--- src/rtl/vga_frame_scheduler_if.sv ---
// rtl/vga_frame_scheduler_if.sv - raster timing outputs and game-update handshake bundle
interface vga_frame_scheduler_if;
    logic       pix_tick;
    logic       hsync;
    logic       vsync;
    logic       video_on;
    logic [9:0] pixel_x;
    logic [9:0] pixel_y;
    logic       frame_start;
    logic       upd_req;
    logic       upd_ack;
    logic [7:0] overrun_cnt;

    modport master (
        output pix_tick, hsync, vsync, video_on, pixel_x, pixel_y,
        output frame_start, upd_req, overrun_cnt,
        input  upd_ack
    );

    modport slave (
        input  pix_tick, hsync, vsync, video_on, pixel_x, pixel_y,
        input  frame_start, upd_req, overrun_cnt,
        output upd_ack
    );
endinterface

--- src/rtl/vga_frame_scheduler.sv ---
// rtl/vga_frame_scheduler.sv - pixel-rate raster sequencer with vblank game-update scheduling
module vga_frame_scheduler #(
    parameter int CLK_DIV   = 2,
    parameter int H_VISIBLE = 640,
    parameter int H_FP      = 16,
    parameter int H_SYNC    = 96,
    parameter int H_BP      = 48,
    parameter int V_VISIBLE = 480,
    parameter int V_FP      = 10,
    parameter int V_SYNC    = 2,
    parameter int V_BP      = 33
) (
    input  logic                   clk,
    input  logic                   rst,
    vga_frame_scheduler_if.master  vga_o
);

    localparam int H_TOTAL = H_VISIBLE + H_FP + H_SYNC + H_BP;
    localparam int V_TOTAL = V_VISIBLE + V_FP + V_SYNC + V_BP;

    localparam logic [9:0] H_LAST   = 10'(H_TOTAL - 1);
    localparam logic [9:0] V_LAST   = 10'(V_TOTAL - 1);
    localparam logic [9:0] H_VIS    = 10'(H_VISIBLE);
    localparam logic [9:0] V_VIS    = 10'(V_VISIBLE);
    localparam logic [9:0] HS_START = 10'(H_VISIBLE + H_FP);
    localparam logic [9:0] HS_END   = 10'(H_VISIBLE + H_FP + H_SYNC);
    localparam logic [9:0] VS_START = 10'(V_VISIBLE + V_FP);
    localparam logic [9:0] VS_END   = 10'(V_VISIBLE + V_FP + V_SYNC);

    localparam int             DW       = (CLK_DIV > 1) ? $clog2(CLK_DIV) : 1;
    localparam logic [DW-1:0]  DIV_LAST = DW'(CLK_DIV - 1);

    typedef enum logic [1:0] {
        IDLE = 2'd0,
        REQ  = 2'd1,
        DONE = 2'd2
    } upd_state_e;

    logic [DW-1:0] div_q, div_d;
    logic [9:0]    h_q, h_d;
    logic [9:0]    v_q, v_d;
    logic          advance;

    logic          pix_tick_q;
    logic          hsync_q;
    logic          vsync_q;
    logic          video_on_q;
    logic          frame_start_q;

    upd_state_e    state_q;
    logic          upd_req_q;
    logic [7:0]    overrun_q;

    logic          vis_d;
    logic          hsync_d;
    logic          vsync_d;
    logic          origin_d;
    logic          req_pos_d;

    always_comb begin
        advance = (div_q == DIV_LAST);
        div_d   = advance ? '0 : div_q + 1'b1;
        h_d     = h_q;
        v_d     = v_q;
        if (advance) begin
            if (h_q == H_LAST) begin
                h_d = '0;
                v_d = (v_q == V_LAST) ? '0 : v_q + 10'd1;
            end else begin
                h_d = h_q + 10'd1;
            end
        end
    end

    // Decode from the next counter values so outputs leave the same edge as the counters.
    always_comb begin
        vis_d     = (h_d < H_VIS) && (v_d < V_VIS);
        hsync_d   = !((h_d >= HS_START) && (h_d < HS_END));
        vsync_d   = !((v_d >= VS_START) && (v_d < VS_END));
        origin_d  = (h_d == 10'd0) && (v_d == 10'd0);
        req_pos_d = (h_d == 10'd0) && (v_d == V_VIS);
    end

    always_ff @(posedge clk or posedge rst) begin
        if (rst) begin
            div_q         <= '0;
            h_q           <= H_LAST;
            v_q           <= V_LAST;
            pix_tick_q    <= 1'b0;
            hsync_q       <= 1'b1;
            vsync_q       <= 1'b1;
            video_on_q    <= 1'b0;
            frame_start_q <= 1'b0;
        end else begin
            div_q         <= div_d;
            h_q           <= h_d;
            v_q           <= v_d;
            pix_tick_q    <= advance;
            frame_start_q <= advance && origin_d;
            if (advance) begin
                hsync_q    <= hsync_d;
                vsync_q    <= vsync_d;
                video_on_q <= vis_d;
            end
        end
    end

    // An ack arriving on the same edge as the frame wrap takes priority over the overrun.
    always_ff @(posedge clk or posedge rst) begin
        if (rst) begin
            state_q   <= IDLE;
            upd_req_q <= 1'b0;
            overrun_q <= '0;
        end else begin
            case (state_q)
                IDLE: begin
                    if (advance && req_pos_d) begin
                        state_q   <= REQ;
                        upd_req_q <= 1'b1;
                    end
                end
                REQ: begin
                    if (vga_o.upd_ack) begin
                        state_q   <= DONE;
                        upd_req_q <= 1'b0;
                    end else if (advance && origin_d) begin
                        state_q   <= IDLE;
                        upd_req_q <= 1'b0;
                        if (overrun_q != 8'hFF) begin
                            overrun_q <= overrun_q + 8'd1;
                        end
                    end
                end
                DONE: begin
                    if (advance && origin_d) begin
                        state_q <= IDLE;
                    end
                end
                default: begin
                    state_q   <= IDLE;
                    upd_req_q <= 1'b0;
                end
            endcase
        end
    end

    assign vga_o.pix_tick    = pix_tick_q;
    assign vga_o.hsync       = hsync_q;
    assign vga_o.vsync       = vsync_q;
    assign vga_o.video_on    = video_on_q;
    assign vga_o.pixel_x     = h_q;
    assign vga_o.pixel_y     = v_q;
    assign vga_o.frame_start = frame_start_q;
    assign vga_o.upd_req     = upd_req_q;
    assign vga_o.overrun_cnt = overrun_q;

endmodule
--- src/flat_wrapper.sv ---
// flat-port wrapper written by rule: the top's interface ports become plain ports
module vga_frame_scheduler_flat 
#(
    parameter int CLK_DIV   = 2,
    parameter int H_VISIBLE = 640,
    parameter int H_FP      = 16,
    parameter int H_SYNC    = 96,
    parameter int H_BP      = 48,
    parameter int V_VISIBLE = 480,
    parameter int V_FP      = 10,
    parameter int V_SYNC    = 2,
    parameter int V_BP      = 33
)
  (clk, rst, vga_o_pix_tick, vga_o_hsync, vga_o_vsync, vga_o_video_on, vga_o_pixel_x, vga_o_pixel_y, vga_o_frame_start, vga_o_upd_req, vga_o_overrun_cnt, vga_o_upd_ack);
  vga_frame_scheduler_if vga_o_i ();
  input  logic clk;
  input  logic rst;
  output wire logic [$bits(vga_o_i.pix_tick)-1:0] vga_o_pix_tick;
  output wire logic [$bits(vga_o_i.hsync)-1:0] vga_o_hsync;
  output wire logic [$bits(vga_o_i.vsync)-1:0] vga_o_vsync;
  output wire logic [$bits(vga_o_i.video_on)-1:0] vga_o_video_on;
  output wire logic [$bits(vga_o_i.pixel_x)-1:0] vga_o_pixel_x;
  output wire logic [$bits(vga_o_i.pixel_y)-1:0] vga_o_pixel_y;
  output wire logic [$bits(vga_o_i.frame_start)-1:0] vga_o_frame_start;
  output wire logic [$bits(vga_o_i.upd_req)-1:0] vga_o_upd_req;
  output wire logic [$bits(vga_o_i.overrun_cnt)-1:0] vga_o_overrun_cnt;
  input wire logic [$bits(vga_o_i.upd_ack)-1:0] vga_o_upd_ack;
  assign vga_o_pix_tick = vga_o_i.pix_tick;
  assign vga_o_hsync = vga_o_i.hsync;
  assign vga_o_vsync = vga_o_i.vsync;
  assign vga_o_video_on = vga_o_i.video_on;
  assign vga_o_pixel_x = vga_o_i.pixel_x;
  assign vga_o_pixel_y = vga_o_i.pixel_y;
  assign vga_o_frame_start = vga_o_i.frame_start;
  assign vga_o_upd_req = vga_o_i.upd_req;
  assign vga_o_overrun_cnt = vga_o_i.overrun_cnt;
  assign vga_o_i.upd_ack = vga_o_upd_ack;
  vga_frame_scheduler #(.CLK_DIV(CLK_DIV), .H_VISIBLE(H_VISIBLE), .H_FP(H_FP), .H_SYNC(H_SYNC), .H_BP(H_BP), .V_VISIBLE(V_VISIBLE), .V_FP(V_FP), .V_SYNC(V_SYNC), .V_BP(V_BP)) u_core (.clk(clk), .rst(rst), .vga_o(vga_o_i));
endmodule
--- config.mk ---
export PLATFORM = sky130hd
export DESIGN_NAME = vga_frame_scheduler_flat
export DESIGN_NICKNAME = d
export VERILOG_FILES = /design/src/rtl/vga_frame_scheduler_if.sv /design/src/rtl/vga_frame_scheduler.sv /design/src/flat_wrapper.sv
export SDC_FILE = /design/constraint.sdc
export NUM_CORES = 1
export LEC_CHECK = 0
export ABC_AREA = 1
export CAP_MARGIN = 10
export CORE_AREA = 10 10 74 76
export CTS_CLUSTER_SIZE = 30
export DETAILED_ROUTE_END_ITERATION = 10
export DIE_AREA = 0 0 84 86
export PLACE_DENSITY_LB_ADDON = 0.3
export REMOVE_ABC_BUFFERS = 1
export SLEW_MARGIN = 20
export SYNTH_ARGS = -nofsm -noshare
export SYNTH_HDL_FRONTEND = slang
export SYNTH_SLANG_ARGS = --single-unit
--- constraint.sdc ---
create_clock -name clk -period 4.4 [get_ports clk]
set_input_delay 0.66 -clock clk [delete_from_list [all_inputs] [get_ports clk]]
set_output_delay 0.66 -clock clk [all_outputs]
set_load 0.005 [all_outputs]
==> results.yml <==
power:
  power.switching_uw: 125.5
  p_leak_uw: 0.001422
  clkPwrFrac_pct: 45.1
  ir_drop_mv: 0.2269
  p_seq_share_pct: 53.5
  p_int_uw: 510.9
  power_density_mw_per_mm2: 227.6
  swShare_pct: 19.72
  combPwrFrac_pct: 1.4
clock_network:
  clkTransAtPathRegs_ps: 80
  cts-resized-gates: 0
  cts-root-buf: "clkbuf_8"
  cts_tree: "done"
  hold_buffers: 0
  ctsLongestPathBuffers: 2
  h-tree-depth: 2
  clk-insertion-delay-late_ps: 290
  clock_sinks: 37
  post-cts-setup-buffer-count: 0
  cts_buffers: 5
worst_setup_path:
  path_class: "reg -> reg"
  required_ps: 4590
  arrival_ps: 2840
  cp_max_fo: 11
  cp_slowest_cell: "dfstp_2"
  r2r_setup_slack_ps: 1750
  start_kind: "flop"
  max_stage_delay_ps: 590
  cpLargestDelayFamily: "simple AND/OR/NAND/NOR gates"
  path_buf_inv: 3
  crit_path_end_kind: "flop"
  path_cells: "ha_1, nand3_1, nor2_1, nand2_1, nand3_1, nand2_1, inv_1, nand2_1, nor2_1, nand2_1, nor2_2, nand3_2, inv_2, nand3_1, nand2_1, inv_1"
  cpMostUsedCell: "nand2_1"
sta:
  tns_ps: 0
  finalHoldViolations: 0
  setup_viol: 0
  fmax_mhz: 377.3
  rsz0062_at_grt: "false"
  hold_ws_ps: 490.7
  period_needed_ps: 2651
  slew_headroom_pct: 68.74
  finalCritPeriodShare_pct: 60.24
  tightest_slew_ps: 468.9
  fin_worst_skew_ps: 9.613
  maxSlewViolCount: 0
drt:
  wl_per_cell_um: 12.64
  viasPerCell: 5.103
  drc: 0
  vias: 2128
  drt-initial-drc-count: 126
  firstDrtPassIters: 4
  ant_nets: 0
  drt_wl_total_um: 5270
grt:
  grt_pass1_vias: 2053
  antenna_found_initial: 0
  track_usage_pct: 14.60
  grt_max_degree: 38
  overflow: 0
  grt_first_pass_wirelength_um: 9087
job:
  cap_violations: 0
yosys:
  yosys.area_share.simple_pct: 41.87
  yosysTopAreaCell: "dfrtp_1"
  yosysSeqAreaShare_pct: 41.32
  synth_xor_area_share_pct: 0.3846
  avgSynthCellArea_sq_um: 7.028
  ys_top_cells_by_area: "dfrtp_1 27%, nand2_1 17%, dfstp_2 14%, inv_1 8.7%, nand3_1 7.3%"
  yosys_warnings: 0
  ys_types: 33
  syn_area_sq_mm: 0.002277
  synth_top_family_by_area: "simple AND/OR/NAND/NOR gates"
  synth_compound_area_share_pct: 3.681
  yosysTopAreaCellShare_pct: 27.47
  synth_common_cells: "105 x nand2_1, 53 x inv_1, 36 x nor2_1"
  synthAdderAreaFrac_pct: 2.198
  synth_mux_area_share_pct: 0
  post-synth-top-count-cell: "nand2_1"
  ys_ff_latch: 37
  synthCells: 324
  async_flop_share_pct: 100.0
  synth_edf_count: 0
  ys.flop_type: "dfrtp_1"
final_layout:
  syn2layout_area_growth_pct: 22.80
  nNetsFinal: 373
  stdcell_count: 417
  drive_above_1_share_pct: 10.08
  diodes: 0
  fin_util_pct: 70.42
placement:
  dp_hpwl_um: 4039
  dp.cells: 409
  routabilityCongestion: 0.8881
  io_buffers: 36
die:
  die-area_sq_mm: 0.007224
  die_h_um: 86
  fp.dieW_um: 84
  fp-row-count: 23
  boundaryPins: 37
  start_util_pct: 57.34
  coreArea_sq_mm: 0.003971
status:
  outcome: "complete, no violations"
worst_hold_path:
  holdCritPathClass: "reg -> reg"
==> kinds of logic (layout without fill, tap and decap cells) <==
| kind of cell | Yosys count | count (layout) |
|---|---|---|
| simple gates | 207 | 207 |
| xor+xnor | 1 | 1 |
| flops | 37 | 37 |
| compound gates | 14 | 14 |
| fa+ha+maj | 4 | 4 |
| buf+inv | 61 | 104 |
==> cell usage in the layout (no fill, tap or decap), drive strengths merged <==
master,n
inv,57
nand3,35
dfrtp,25
a41oi,1
nand2,109
o21bai,2
nor4,2
nor3,7
nor2,41
and2,1
o21ai,7
clkbuf,6
dfstp,12
ha,4
a31oi,2
or2,1
clkinv,3
clkdlybuf4s50,36
xor2,1
nand3b,2
a21oi,1
buf,1
o211ai,1
bufinv,1
nand4,9
==> worst register-to-register path, stage by stage (launching register included) <==
cell and delay [ps]:
dfstp_2 590, ha_1 200, nand3_1 180, nor2_1 240
nand2_1 100, nand3_1 140, nand2_1 70, inv_1 50
nand2_1 60, nor2_1 90, nand2_1 120, nor2_2 210
nand3_2 140, inv_2 170, nand3_1 90, nand2_1 70
inv_1 40
==> final timing paths <==
check                                             startpoint                                 endpoint  cells after the start
max                        u_core.vga_o.pixel_x[0]$_DFF_PP1_  u_core.vga_o.overrun_cnt[3]$_DFFE_PP0P_                     16
max in group asynchronous                                rst        u_core.vga_o.pixel_x[8]$_DFF_PP1_                      3
min reg2reg                   u_core.vga_o.hsync$_DFFE_PP1P_           u_core.vga_o.hsync$_DFFE_PP1P_                      2
min in group asynchronous                                rst        u_core.vga_o.pixel_y[1]$_DFF_PP0_                      3
min                           u_core.vga_o.hsync$_DFFE_PP1P_           u_core.vga_o.hsync$_DFFE_PP1P_                      2
max reg2reg                u_core.vga_o.pixel_x[0]$_DFF_PP1_  u_core.vga_o.overrun_cnt[3]$_DFFE_PP0P_                     16
==> state kept, by name, indices dropped and copies added, names as in the netlist <==
signal	flops
u_core.vga_o.vsync	1
u_core.vga_o.pixel_x	10
u_core.vga_o.upd_req	1
u_core.vga_o.frame_start	1
u_core.vga_o.overrun_cnt	8
u_core.advance	1
u_core.vga_o.video_on	1
u_core.vga_o.pix_tick	1
u_core.state_q	2
u_core.vga_o.pixel_y	10
u_core.vga_o.hsync	1
==> metrics by stage <==
step / setup WS, ps / area [sq um] / power [uW]
after floorplan: 2178 / 2258 / 351.5
after global placement: 1910 / 2689 / 355.8
after detailed placement: 1808 / 2689 / 356.1
after CTS: 1783 / 2796 / 640.2
after global routing: 1550 / 2796 / 654.2
final: 1749 / 2796 / 636.4
==> cell type report <==
cell class,instances,area [sq um]
inverters,59,221.5
clock buffers,6,72.57
well taps,50,62.56
fillers,330,1175
flip-flops and latches,37,940.9
repair buffers,37,367.9
multi-input cells,226,1096
clock inverters,2,35.03
==> routing by layer <==
| metal | global-route usage (%) | wire length, um | vias up |
|---|---|---|---|
| li1 | - | - | 1093 |
| met1 | 17.46 | 2392 | 971 |
| met5 | 0 | 0 | - |
| met3 | 4.920 | 392 | 9 |
| met4 | 3.957 | 69 | 0 |
| met2 | 24.46 | 2417 | 55 |
==> power by group through the flow <==
stage / registers, uW / logic, uW / clock network, uW
global route: 340 / 10.3 / 304
global placement: 347 / 9.23 / 0
detailed placement: 347 / 9.44 / 0
floorplan: 347 / 4.92 / 0
finish: 340 / 8.94 / 287
CTS: 340 / 9.37 / 290
Power figures use the tool's default switching activity.
